`src/rtl/capture_controller.sv`:
```
// Host command sequencer: decodes UART commands, holds capture config,
// arms the sampler and streams the sample buffer back in trigger order.
module capture_controller #(
  parameter int          SAMPLE_DEPTH = 8,
  parameter int          WIDTH        = 8,
  parameter logic [15:0] DEFAULT_DIV  = 16'd1
) (
  input  logic                    clk_50mhz,
  input  logic                    reset,
  input  logic                    rx_ready,
  input  logic [7:0]              rx_data,
  input  logic                    tx_active,
  output logic                    tx_start,
  output logic [7:0]              tx_data,
  output logic                    smp_activate,
  input  logic                    smp_done,
  input  logic [SAMPLE_DEPTH-1:0] smp_offset,
  output logic [15:0]             clk_div,
  output logic [WIDTH-1:0]        trig_level,
  output logic [SAMPLE_DEPTH-1:0] rd_addr,
  input  logic [WIDTH-1:0]        rd_data,
  output logic                    busy
);

  typedef enum logic [3:0] {
    IDLE, ARG_LO, ARG_HI, ARG_LVL,
    ARMED, RELEASE,
    RD_ADDR, RD_WAIT, RD_LATCH,
    TX_REQ, TX_BUSY
  } state_t;

  localparam logic [SAMPLE_DEPTH-1:0] HALF =
    {1'b1, {(SAMPLE_DEPTH-1){1'b0}}};
  localparam logic [WIDTH-1:0] LVL_RST =
    {1'b1, {(WIDTH-1){1'b0}}};

  state_t state, state_nx;

  logic [7:0]              div_lo;
  logic [SAMPLE_DEPTH-1:0] trig_ptr;
  logic                    valid;
  logic                    streaming;
  logic                    seen_active;
  logic [SAMPLE_DEPTH:0]   count;
  logic [SAMPLE_DEPTH:0]   count_nx;
  logic                    last;
  logic                    tx_done;
  logic [15:0]             div_new;

  assign count_nx = count + 1'b1;
  assign last     = count_nx[SAMPLE_DEPTH];
  assign tx_done  = seen_active && !tx_active;
  assign div_new  = {rx_data, div_lo};

  always_ff @(posedge clk_50mhz) begin
    if (reset) state <= IDLE;
    else       state <= state_nx;
  end

  always_comb begin
    state_nx = state;
    unique case (state)
      IDLE: begin
        if (rx_ready) begin
          case (rx_data)
            8'h01:   state_nx = ARG_LO;
            8'h02:   state_nx = ARG_LVL;
            8'h03:   state_nx = ARMED;
            8'h04:   state_nx = valid ? RD_ADDR : TX_REQ;
            8'h05:   state_nx = TX_REQ;
            default: state_nx = IDLE;
          endcase
        end
      end
      ARG_LO:   if (rx_ready) state_nx = ARG_HI;
      ARG_HI:   if (rx_ready) state_nx = IDLE;
      ARG_LVL:  if (rx_ready) state_nx = IDLE;
      ARMED:    if (smp_done) state_nx = RELEASE;
      RELEASE:  if (!smp_done && !tx_active) state_nx = IDLE;
      RD_ADDR:  state_nx = RD_WAIT;
      RD_WAIT:  state_nx = RD_LATCH;
      RD_LATCH: state_nx = TX_REQ;
      TX_REQ:   if (!tx_active) state_nx = TX_BUSY;
      TX_BUSY: begin
        if (tx_done)
          state_nx = (streaming && !last) ? RD_ADDR : IDLE;
      end
      default:  state_nx = IDLE;
    endcase
  end

  always_comb begin
    tx_start     = (state == TX_REQ) && !tx_active;
    smp_activate = (state == ARMED);
    busy         = (state != IDLE);
  end

  always_ff @(posedge clk_50mhz) begin
    if (reset) begin
      tx_data     <= 8'h00;
      clk_div     <= DEFAULT_DIV;
      trig_level  <= LVL_RST;
      rd_addr     <= '0;
      div_lo      <= 8'h00;
      trig_ptr    <= '0;
      valid       <= 1'b0;
      streaming   <= 1'b0;
      seen_active <= 1'b0;
      count       <= '0;
    end else begin
      unique case (state)
        IDLE: begin
          if (rx_ready && rx_data == 8'h04) begin
            streaming <= valid;
            count     <= '0;
            if (valid) rd_addr <= trig_ptr - HALF;
            else       tx_data <= 8'hEE;
          end
          if (rx_ready && rx_data == 8'h05) begin
            streaming <= 1'b0;
            tx_data   <= {7'b1010000, valid};
          end
        end
        ARG_LO: if (rx_ready) div_lo <= rx_data;
        ARG_HI: begin
          if (rx_ready)
            clk_div <= (div_new == 16'd0) ? 16'd1 : div_new;
        end
        ARG_LVL: if (rx_ready) trig_level <= WIDTH'(rx_data);
        ARMED: begin
          if (smp_done) begin
            trig_ptr <= smp_offset;
            valid    <= 1'b1;
          end
        end
        // RAM output for rd_addr is valid here after its 1-cycle latency
        RD_WAIT: tx_data <= 8'(rd_data);
        TX_REQ:  seen_active <= 1'b0;
        TX_BUSY: begin
          seen_active <= seen_active | tx_active;
          if (tx_done && streaming) begin
            count   <= count_nx;
            rd_addr <= rd_addr + 1'b1;
          end
        end
        default: ;
      endcase
    end
  end

endmodule

```
`config.mk`:
```
export PLATFORM = sky130hd
export DESIGN_NAME = capture_controller
export DESIGN_NICKNAME = d
export VERILOG_FILES = /design/src/rtl/capture_controller.sv
export SDC_FILE = /design/constraint.sdc
export NUM_CORES = 1
export LEC_CHECK = 0
export BUFFER_PORTS_ARGS = -buffer_cell sky130_fd_sc_hd__buf_2
export CAP_MARGIN = 20
export CORE_MARGIN = 2
export CORE_UTILIZATION = 28
export CTS_BUF_LIST = sky130_fd_sc_hd__clkbuf_4
export DETAILED_ROUTE_END_ITERATION = 7
export PLACE_DENSITY = 0.48
export SYNTH_ARGS = -nofsm -noshare
export SYNTH_HDL_FRONTEND = slang
export SYNTH_SLANG_ARGS = --single-unit
```
`constraint.sdc`:
```
create_clock -name clk_50mhz -period 2.35 [get_ports clk_50mhz]
set_clock_uncertainty 0.2 [all_clocks]
set_input_delay 0.1175 -clock clk_50mhz [delete_from_list [all_inputs] [get_ports clk_50mhz]]
set_output_delay 0.1175 -clock clk_50mhz [all_outputs]
set_load 0.01 [all_outputs]
```
* Word-level counts from Yosys, hierarchy flattened *
Cells that the tools add are included.

word-level totals
  bits in registers = 72
  input bits = 29
  word-level logic and storage cells = 95
  output and inout bits = 43

operators by class
  bitwise gates (word level) = 1
  equality and inequality tests = 27
  $add $sub $neg = 3
  reduce and logical (&&, ||, !) cells = 27
  multiplexer cells = 26

operators by type and width
  operator                                                         number
  8-bit two-way mux                                                6
  4-bit one-hot mux with 10 select lines                           1
  4-bit two-way mux                                                8
  8-bit one-hot mux with 2 select lines                            2
  4-bit one-hot mux with 5 select lines                            1
  9-bit two-way mux                                                2
  9-bit one-hot mux with 2 select lines                            1
  4-bit by 3-bit == test with 1-bit output, second input constant  4
  8-bit by 2-bit == test with 1-bit output, second input constant  2
  8-bit by 3-bit == test with 1-bit output, second input constant  2
  16-bit logical NOT                                               1
  16-bit two-way mux                                               1
  2-bit != test, second input constant                             8
  4-bit == test, second input constant                             3
  2-bit AND reduction                                              5
  9-bit by 1-bit adder with 9-bit output, second input constant    1
  8-bit by 1-bit adder with 8-bit output, second input constant    1
  4-bit by 2-bit == test with 1-bit output, second input constant  2
  8-bit by 1-bit == test with 1-bit output, second input constant  1
  2-bit nonzero test                                               4
  8-bit subtractor, second input constant                          1
  1-bit logical AND                                                7
  7-bit AND reduction                                              1
  3-bit != test, second input constant                             2
  other kinds (12)                                                 17

* Depth between registers and ports, before layout *
Gate-level depths: netlist (run 1).

  depth in word-level cells = 6
  gate-level depth with buffers = 8
  gate-level depth less buffers = 6

* Worst setup path after synthesis (run 1) *
OpenSTA, ideal clock, no wires.

  path type = register -> register
  start point = register state[0]
  end point = register rd_addr[1]
  slack = 0.537 ns
  clock period less this slack = 1.813 ns
  data arrival time = 1.485 ns
  path buffers = 3
  required time = 2.022 ns
  library setup time = 0.128 ns
  cell stages (with the launch flop) = 9
  cells stage by stage = dfxtp_1 and4bb_1 buf_6 and3_1 buf_2 a21oi_4 buf_6 mux2i_1 nor2_1

on the way
  longest elaborated chain between the ends = 3
  elaborated cells on any way between the ends = 8
  classes of those cells = eq/ne (4); mux (1); reduce/logical (3)

RTL lines
  what                                                                         RTL line  RTL
  from (decl)                                                                  37        state_t state, state_nx;
  from (signal assigned)                                                       57        else state <= state_nx;
  4-bit == test / 4-bit logical NOT (equally long branches)                    111       unique case (state)
  2-bit != test (no source line) / 2-bit nonzero test (equally long branches)  n/a
  4-bit AND reduction (no source line)                                         n/a
  to (signal assigned)                                                         116       if (valid) rd_addr <= trig_ptr - HALF;
  to (signal assigned)                                                         143       rd_addr <= rd_addr + 1'b1;
  to (decl)                                                                    20        output logic [SAMPLE_DEPTH-1:0] rd_addr,

Parallel ways exist; a longest one is shown, timed or not.
A chain may end at the register's enable or synchronous reset.

* Final worst setup path (run 1) *
  start point = register state[1]
  end point = register clk_div[11]

on the way
  longest elaborated chain between the ends = 2

RTL lines
  what                                      RTL line  RTL
  4-bit by 2-bit == test with 1-bit output  111
  2-bit AND reduction (no source line)      n/a
  to (signal assigned)                      127       clk_div <= (div_new == 16'd0) ? 16'd1 : div_new;
  to (decl)                                 18        output logic [15:0] clk_div,

Every way passes these cells.

==> summary.txt, run 1 <==
R2r endpoint = clk_div[11]$_SDFFE_PP0P_
Max Fanout on Critical Path = 17
Layout cells sized above 1 = 24.0%
Fill cells = 1215
Port Buffer Count = 71
GP Congestion = 0.830
Setup violators final = 0
Setup_tns = 0 ps
Final Cycle Share = 94.4%
Root Driver = clkbuf_4
Num CTS Buffers = 9
Synthesis-to-finish area growth = 30.3%
Flop pwr share = 57.1%
Die H = 113 um
Hold Crit Class = in2reg
Max-cap violations = 0
Worst reg-to-reg setup slack = 130 ps
Num ports = 72
Clock Power Share = 36.5%
Peak supply drop = 0.230 mV
Hold WS = 61.2 ps
Final cell count without fillers = 645
YS warnings = 0
Sw frac = 28.3%
H-tree levels = 3
Crit path from = state[1]$_SDFFE_PP0P_
Synth top area share = 43.3%
Worst Path Buf+Inv = 3
Register bit total from synthesis = 72
Post-Syn Area = 0.00333 mm^2
TritonCTS clock tree = yes
Top Metal Used = met4
Die area = 0.0128 mm^2
Vias in the first global route = 3093
CP peak stage delay = 560 ps
Status = finished with violations
Post-Route M1 WL = 4.37 mm
Average routed wire per standard cell = 14.3 um
Hpwl dp = 6.41 mm
RSZ-0062 raised after global routing = false
Failing checks = DRC
Global route overflow = 0
Final nets = 527
Largest net degree at the start of global routing = 36
Initial core utilization = 28.9%
Crit-path slowest cell = dlygate4sd3_1
Wirelength, routed = 9.20 mm
CP most frequent cell = nor2_1
CTS sink count = 72
Util after Layout = 37.7%
Initial DRC Count = 212
WP depth = 7
Final Hold Vio Count = 0
Crit start category = flop
Initial antenna violation count = 1
Max-slew violation count = 0
Worst R2R Path Depth = 7
Worst EP arrival = 2360 ps
Leak Pwr = 1.87 nW
Library cells used by synthesis = 56
Slew HR = 63.8%
Synth area leaders = dfxtp_1 (43%), mux2i_1 (9.9%), nor2_1 (7.7%)
Post-Syn Area per Cell = 8.58 um^2
Post-Synthesis Cells = 388
Min Tclk post-route = 2220 ps
Global Route Usage Sum = 14.8%
CP Cell Sequence = inv_1 -> nor2_1 -> nand3_1 -> buf_4 -> mux2i_1 -> nor2_1 -> dlygate4sd3_1
CP endpoint = clk_div[11]$_SDFFE_PP0P_
Met3 wire len = 344 um
Fmax = 451 MHz
Core Region = 0.0115 mm^2
R2R Path Start = state[1]$_SDFFE_PP0P_
Via count = 3139
P per Cell Area = 495 mW/mm^2
Critical path's top delay family = buffers and inverters
First drt pass iteration count = 6
Slew @ Worst Pin = 529 ps
Clk_lat worst skew = 430 ps
Placed insts = 593
Hold path depth = 5
First-pass GRT wire length = 15.1 mm
Seq/Total Area, Yosys = 43.3%
Worst Path Required = 2490 ps
Setup crit end kind = flop
P_sw = 608 uW
Met2 routed WL = 4.43 mm
Combinational Power Share = 6.3%
Buffer count from post-CTS setup fixing = 0
ANT nets after route = 0
Crit path kind = reg2reg
Vias per cell = 4.87
Std cell rows = 39
Synth area leader = dfxtp_1
Die width = 113 um
Remaining DRCs = 6
Reg clk slew, reported paths = 160 ps
CTS max path bufs = 2
Syn Nets = 419
Internal power = 1.54 mW
[logic make-up (layout without fill, tap and decap cells)]
group / Yosys count / count (layout) / share of synthesized area (%)
other: 0 / 1 / 0
and+or+nand+nor: 175 / 175 / 26.1
muxes: 33 / 33 / 9.92
AOI/OAI and AO/OA: 70 / 70 / 13.8
buffers and inverters: 29 / 142 / 4.32
xor gates and xnor gates: 7 / 7 / 1.84
adders and majority gates: 2 / 2 / 0.752
DFF: 72 / 72 / 43.3
[worst min path at each step]
stage	startpoint	end	slack, ps
after detailed placement	rd_data[1]	tx_data[1]$_SDFFE_PP0P_	130
final	rx_ready	div_lo[1]$_SDFFE_PP0P_	60
after CTS	smp_done	state[2]$_SDFFE_PP0P_	30
after global placement	rd_data[2]	tx_data[2]$_SDFFE_PP0P_	120
after global routing	rx_ready	div_lo[4]$_SDFFE_PP0P_	60
after floorplan	rd_data[1]	tx_data[1]$_SDFFE_PP0P_	30
[flip-flops by register name, indices dropped and copies added, names as in the netlist]
name and count:
rd_addr 8, trig_level 8, trig_ptr 8, clk_div 16, streaming 1, valid 1
tx_data 8, count 9, state 4, seen_active 1, div_lo 8
[what timing repair did]
item | CTS | global route
gates resized for setup | 0 | 2
hold buffers | 35 | 0
endpoints found under the setup margin | 0 | 1
hold endpoints to repair | 48 | 0
[worst min-delay path, cell delays in order]
cell     delay [ps]
buf_2           130
nand3_1          70
buf_4           190
mux2i_1          90
nor2_1           70
[layout by cell type, fill, tap and decap left out, types with 3 or more instances in the layout]
cell type and count:
o32ai_2 3, or2_2 3, nand3_1 18, a31oi_1 3, o21ai_0 13, buf_2 71, inv_6 4, xnor2_1 4
nand4_1 5, or3_1 3, o32ai_1 3, nand2_1 32, mux2i_1 33, nor2b_1 4, dfxtp_1 70, nor3_1 18
buf_4 13, inv_1 5, xor2_1 3, a21oi_2 3, dlygate4sd3_1 35, clkbuf_4 9, a21oi_1 30, nor2_1 68
[metal layers]
metal  vias to the layer above  track usage [%]
li1                       1586                -
met1                      1490             19.2
met2                        60             24.2
met3                         3             3.16
met4                         0             5.45
met5                         -                0
[Yosys cell counts, drive strengths merged]
| master | instances |
|---|---|
| nor3 | 20 |
| mux2i | 33 |
| buf | 11 |
| a31oi | 3 |
| inv | 6 |
| clkinv | 1 |
| and4b | 1 |
| nor4 | 2 |
| nand4bb | 2 |
| nor2 | 69 |
| or2 | 6 |
| o32ai | 6 |
| o21a | 1 |
| nor3b | 1 |
| and3 | 2 |
| nand2 | 32 |
| ha | 2 |
| o21ai | 16 |
| nor2b | 4 |
| o211ai | 1 |
| a41oi | 1 |
| or3 | 3 |
| a22oi | 2 |
| nand4b | 1 |
| a21oi | 34 |
| nand3b | 2 |
| a2bb2oi | 2 |
| nand2b | 2 |
| nand3 | 18 |
| and4bb | 1 |
| and3b | 1 |
| nor4bb | 1 |
| xor2 | 3 |
| clkbuf | 11 |
| o221ai | 1 |
| xnor2 | 4 |
| and4 | 1 |
| o22ai | 1 |
| or4 | 1 |
| nand4 | 5 |
| a2111oi | 2 |
| dfxtp | 72 |
[final cells by class]
| type | count | area (um^2) | area share [%] |
|---|---|---|---|
| Multi-Input combinational cell | 287 | 1740 | 40.2 |
| Clock buffer | 9 | 67.6 | 1.56 |
| Inverter | 7 | 26.3 | 0.606 |
| Timing Repair Buffer | 119 | 803 | 18.5 |
| Sequential cell | 72 | 1440 | 33.3 |
| Antenna cell | 1 | 2.50 | 0.0577 |
| Clock inverter | 7 | 71.3 | 1.64 |
| Tap cell | 143 | 179 | 4.13 |
[power groups by stage]
stage / logic (mW) / registers (mW) / clock network, mW
after global placement: 0.104 / 1.25 / 0
after global routing: 0.149 / 1.23 / 0.872
after detailed placement: 0.104 / 1.25 / 0
after CTS: 0.137 / 1.23 / 0.815
final: 0.136 / 1.23 / 0.784
after floorplan: 0.0529 / 1.25 / 0
[metrics by stage]
step | instance area, um^2 | power, mW | worst slack, ps
after global routing | 4340 | 2.25 | 1.37
after detailed placement | 3840 | 1.36 | 225
final | 4340 | 2.15 | 132
after global placement | 3840 | 1.36 | 300
after CTS | 4330 | 2.18 | 68.6
after floorplan | 3330 | 1.31 | 537
Power figures use the tool's default switching activity.
==> run 2, diff against run 1 <==
Settings changed: CELL_PAD_IN_SITES_DETAIL_PLACEMENT from default to 1, CELL_PAD_IN_SITES_GLOBAL_PLACEMENT from default to 1, PLACE_DENSITY 0.48 to 0.67.
==> run 2 against run 1 <==
Net effect:
- the run still ends with DRC left
- first-iteration DRC count shrank 16%
- hold slack lost 18 ps
- fmax grew 6.6%
- critical path depth shrank 1
- via count shrank 0.16%
- sequential share of layout area grew 0.23 points
- clock power grew 2.9%
- non-clock buffer count shrank 4
- cell count shrank 0.78%
- core utilization shrank 0.23 points
- global-route usage grew 1.4 points
==> summary.txt, run 2 (synthesis results as in run 1) <==
Initial antenna violation count = 0
Vias per cell = 4.90
Max-slew violation count = 0
H-tree levels = 3
Setup crit end kind = flop
P per Cell Area = 504 mW/mm^2
Diode count = 0
GP Congestion = 0.836
Worst Path Required = 2470 ps
Port Buffer Count = 71
Vias in the first global route = 3223
Core Region = 0.0115 mm^2
First-pass GRT wire length = 16.5 mm
Hold Crit Class = in2reg
Top flop regs = clk_div x16, count x9
Max reg flops = 16
Hpwl dp = 7.05 mm
Min Tclk post-route = 2080 ps
Fmax = 481 MHz
CTS sink count = 72
Remaining DRCs = 3
Via count = 3134
Fill cells = 1416
Util after Layout = 37.4%
TritonCTS clock tree = yes
Top reg by flops = clk_div
Slew HR = 61.2%
Largest net degree at the start of global routing = 27
Final Cycle Share = 88.5%
Final Hold Vio Count = 0
Root Driver = clkbuf_4
Global Route Usage Sum = 16.2%
CTS max path bufs = 2
Wirelength, routed = 9.92 mm
Setup_tns = 0 ps
Reg clk slew, reported paths = 120 ps
ANT nets after route = 0
Die area = 0.0128 mm^2
Final cell count without fillers = 640
Num ports = 72
Std cell rows = 39
Synthesis-to-finish area growth = 29.5%
Final nets = 523
Die H = 113 um
Initial DRC Count = 178
Layout cells sized above 1 = 23.3%
Num CTS Buffers = 9
Placed insts = 589
Worst Setup Slack, final = 269 ps
Initial core utilization = 28.9%
Worst EP arrival = 2200 ps
Global route overflow = 0
Setup violators final = 0
Slew @ Worst Pin = 580 ps
Leak Pwr = 1.84 nW
Most frequent cells in the layout = buf_2 (71), dfxtp_1 (69), nor2_1 (68), dlygate4sd3_1 (35), mux2i_1 (33)
Overall Power = 2.17 mW
Crit path kind = reg2reg
First drt pass iteration count = 6
Clk_lat worst skew = 440 ps
RSZ-0062 raised after global routing = false
Failing checks = DRC
DP Worst Slack = 211 ps
Crit start category = flop
Peak supply drop = 0.222 mV
Average routed wire per standard cell = 15.5 um
Most common cell after layout, fill and taps aside = buf_2
Max Fanout on Critical Path = 8
Die width = 113 um
Status = finished with violations
Max-cap violations = 0
==> run 2: final timing paths <==
check	start	endpoint	slack (ps)	depth (start not counted)
min	smp_done	state[2]$_SDFFE_PP0P_	40	4
min reg2reg	trig_ptr[3]$_SDFFE_PP0P_	trig_ptr[3]$_SDFFE_PP0P_	270	2
max reg2reg	state[0]$_SDFFE_PP0P_	div_lo[7]$_SDFFE_PP0P_	270	6
max	state[0]$_SDFFE_PP0P_	div_lo[7]$_SDFFE_PP0P_	270	6
==> run 2: layer usage <==
metal	share of wire (%)	track usage, %	wire length (um)	vias up
met4	1.4	4.96	138	0
met1	47	21.7	4660	1511
li1	-	-	-	1568
met2	48	26.1	4780	46
met3	3.4	3.75	338	9
met5	0	0	0	-
==> run 2: power by group <==
part | internal, mW | switching [mW] | leakage, nW
Sequential | 1.22 | 0.00207 | 0.581
Clock | 0.324 | 0.483 | 0.0700
Combinational | 0.0643 | 0.0753 | 1.19
Total | 1.61 | 0.561 | 1.84
==> run 2: critical path, cell delays in order, from the launching register on <==
cell and delay, ps:
dfxtp_1 430, buf_4 200, inv_2 100, nor2_1 220, nand3_1 470, mux2i_1 300, nor2_1 50
==> run 2: final cells by class <==
cell class,instances,area [um^2],area share (%)
Clock inverter,7,71.3,1.65
Sequential cell,72,1450,33.5
Multi-Input combinational cell,287,1750,40.6
Tap cell,143,179,4.15
Inverter,7,26.3,0.610
Timing Repair Buffer,115,773,17.9
Clock buffer,9,67.6,1.57
==> run 2: repair_timing <==
| item | CTS | global route |
|---|---|---|
| gates resized for setup | 0 | 4 |
| endpoints found under the hold margin | 45 | 0 |
| setup endpoints to repair | 0 | 3 |
| hold buffers | 35 | 0 |
| buffers inserted | 0 | 0 |
==> run 2: stage by stage <==
stage	instance area (um^2)	hold slack, ps
after floorplan	3330	26.1
after global placement	3810	122
after detailed placement	3810	126
after CTS	4300	22.6
after global routing	4310	101
final	4310	43.4
==> run 3, diff against run 2 <==
Settings changed: ABC_AREA from default to 1, PLACE_DENSITY 0.67 to 0.69.
==> run 3 against run 2 <==
Net effect:
- cell count rose by 15%
- hold slack got worse by 56 ps
- clock-buffer cell count rose by 1
- total power fell by 0.81%
- global-route usage rose by 0.71 points
- critical path depth rose by 3
- via count rose by 11%
- the flow finishes with violations (DRC, hold timing)
- die area rose by 0.21%
- clock power fell by 1%
==> summary.txt, run 3 <==
Most frequent cells in the layout = nand2_1 (95), dfxtp_1 (72), buf_2 (71), nor2_1 (59), a21oi_1 (57)
Reg clk slew, reported paths = 120 ps
Synth top area share = 43.2%
Max Fanout on Critical Path = 8
Hold Crit Class = in2reg
Slew HR = 67.6%
Post-Syn Area = 0.00334 mm^2
Setup violators final = 0
CP peak stage delay = 560 ps
Hpwl dp = 7.65 mm
Top flop regs = clk_div x16, count x9
RSZ-0062 raised after global routing = false
Post-Syn Area per Cell = 6.92 um^2
ANT nets after route = 0
Clk_lat worst skew = 420 ps
Seq/Total Area, Yosys = 43.2%
Initial DRC Count = 138
First-pass GRT wire length = 17.5 mm
Root Driver = clkbuf_4
Register bit total from synthesis = 72
Synth Flop Type = dfxtp_1
Vias per cell = 4.73
Initial antenna violation count = 0
Worst EP arrival = 2290 ps
Synthesis-to-finish area growth = 28.9%
Fmax = 461 MHz
Wirelength, routed = 10.3 mm
GP Congestion = 0.843
Crit start category = flop
Worst reg-to-reg setup slack = 180 ps
Via count = 3473
Hold path depth = 5
Post-Synthesis Cells = 482
Core Region = 0.0115 mm^2
CP Cell Sequence = nand2_1 -> nor2_4 -> buf_4 -> nor2_1 -> nand3_1 -> nor2_1 -> a21oi_1 -> a21oi_1 -> dlygate4sd3_1
Max reg flops = 16
Failing checks = DRC, hold timing
Max-slew violation count = 0
H-tree levels = 3
Crit path kind = reg2reg
YS warnings = 0
Top-count cell post-synth = nand2_1
Num ports = 72
Die H = 113 um
Crit-path slowest cell = dlygate4sd3_1
Worst R2R Path Depth = 9
CTS sink count = 72
TritonCTS clock tree = yes
Initial core utilization = 29.0%
Vias in the first global route = 3653
Final Hold Vio Count = 1
Register area = 0.00144 mm^2
Library cells used by synthesis = 31
Port Buffer Count = 71
Util after Layout = 37.3%
R2r endpoint = tx_data[0]$_SDFFE_PP0P_
Setup_tns = 0 ps
Die area = 0.0128 mm^2
Status = finished with violations
Fill cells = 1494
Leak Pwr = 1.98 nW
Syn Nets = 513
Top reg by flops = clk_div
First drt pass iteration count = 6
Remaining DRCs = 3
Fin area = 0.00430 mm^2
Num CTS Buffers = 9
Global Route Usage Sum = 16.9%
Peak supply drop = 0.263 mV
Area taken by multi-input logic gates = 0.00162 mm^2
Hold endpoint = rd_addr[7]$_SDFFE_PP0P_
Final nets = 619
Commonest cells post-synth = nand2_1 (95), dfxtp_1 (72), nor2_1 (60), a21oi_1 (57), o21ai_0 (54)
Slew @ Worst Pin = 484 ps
Min Tclk post-route = 2170 ps
Hold WS = -12.4 ps
Async set-or-reset flop fraction in the synthesized netlist = 0%
Std cell rows = 39
Number of flops mapped to enable cells by yosys = 0
Die width = 113 um
Final cell count without fillers = 735
Most common cell after layout, fill and taps aside = nand2_1
P per Cell Area = 501 mW/mm^2
Max-cap violations = 0
Synth area leaders = dfxtp_1 (43%), nand2_1 (11%), a21oi_1 (8.6%)
CTS max path bufs = 2
Global route overflow = 0
Worst Path Required = 2470 ps
Final Cycle Share = 92.4%
Layout cells sized above 1 = 18.9%
Setup crit end kind = flop
Critical path's top delay family = buffers and inverters
R2R Path Start = state[1]$_SDFFE_PP0P_
Placed insts = 688
Hold_sp = rx_ready
Largest net degree at the start of global routing = 40
Post-DP Area = 0.00385 mm^2
Diode count = 0
Synth area leader = dfxtp_1
Average routed wire per standard cell = 14.1 um
WP depth = 9
Worst Path Buf+Inv = 2
run 3: changes by cell type in the layout (fill, tap and decap cells not counted), sizes merged, moves of 5 or more:
cell,before,now
mux2i,33,0
a21oi,34,57
o32ai,6,0
nand3,18,35
nor3,20,8
nand2,32,98
inv,7,54
o21ai,16,55
dlygate4sd3,35,29
or2,6,1
run 3: how the worst max path moves through the flow:
stage                          start                       end
2_1_floorplan  state[2]$_SDFFE_PP0P_  trig_ptr[7]$_SDFFE_PP0P_
3_3_place_gp   state[3]$_SDFFE_PP0P_     count[1]$_SDFFE_PP0P_
3_5_place_dp   state[3]$_SDFFE_PP0P_     count[5]$_SDFFE_PP0P_
4_1_cts        state[1]$_SDFFE_PP0P_   tx_data[0]$_SDFFE_PP0P_
5_1_grt        state[1]$_SDFFE_PP0P_   tx_data[0]$_SDFFE_PP0P_
6_report       state[1]$_SDFFE_PP0P_   tx_data[0]$_SDFFE_PP0P_
run 3: kinds of logic after synthesis:
kind of cell	synth area share (%)
AOI/OAI and AO/OA	17.7
xor gates and xnor gates	1.05
adders and majority gates	0.750
buffers and inverters	8.18
DFF	43.2
and+or+nand+nor	29.1
run 3: through the flow:
stage                     hold slack, ps  setup slack (ps)  total power [mW]
after floorplan                     43.9               633              1.30
after global placement               175               355              1.35
after detailed placement             181               238              1.35
after CTS                           43.8              35.1              2.19
after global routing                18.1              2.51              2.26
final                              -12.4               179              2.15
run 3: where the power goes:
group | switching (mW) | internal, mW | total, mW | leakage (nW)
clock network | 0.466 | 0.331 | 0.797 | 0.0665
logic | 0.0717 | 0.0612 | 0.133 | 1.33
registers | 0.00177 | 1.22 | 1.22 | 0.580
run 3: final cells by class:
| type | count | area share, % |
|---|---|---|
| flip-flops and latches | 72 | 33.5 |
| multi-input cells | 341 | 37.8 |
| clock buffers | 10 | 1.75 |
| well taps | 143 | 4.16 |
| clock inverters | 5 | 1.34 |
| repair buffers | 110 | 16.8 |
| inverters | 54 | 4.71 |
run 3: repair_timing:
item                                    4_1_cts  5_1_grt
hold endpoints to repair                     51        0
hold buffers                                 29        0
resized for setup                             0        3
buffers inserted                              0        3
endpoints found under the setup margin        0        9
run 3: worst register-to-register path: cells and delay by family, from the launching register on:
kind                   cells  cell delay (ps)
buffers and inverters      2              740
flip-flops                 1              480
AND/OR/NAND/NOR            5              470
AO/OA/AOI/OAI              2              190
run 3: layer usage:
metal  up-vias  GRT usage (%)  routed length, um
met3        14           2.57                362
li1       1788              -                  -
met2        60           28.5               4900
met1      1611           21.9               4900
met5         -              0                  0
met4         0           6.26                178
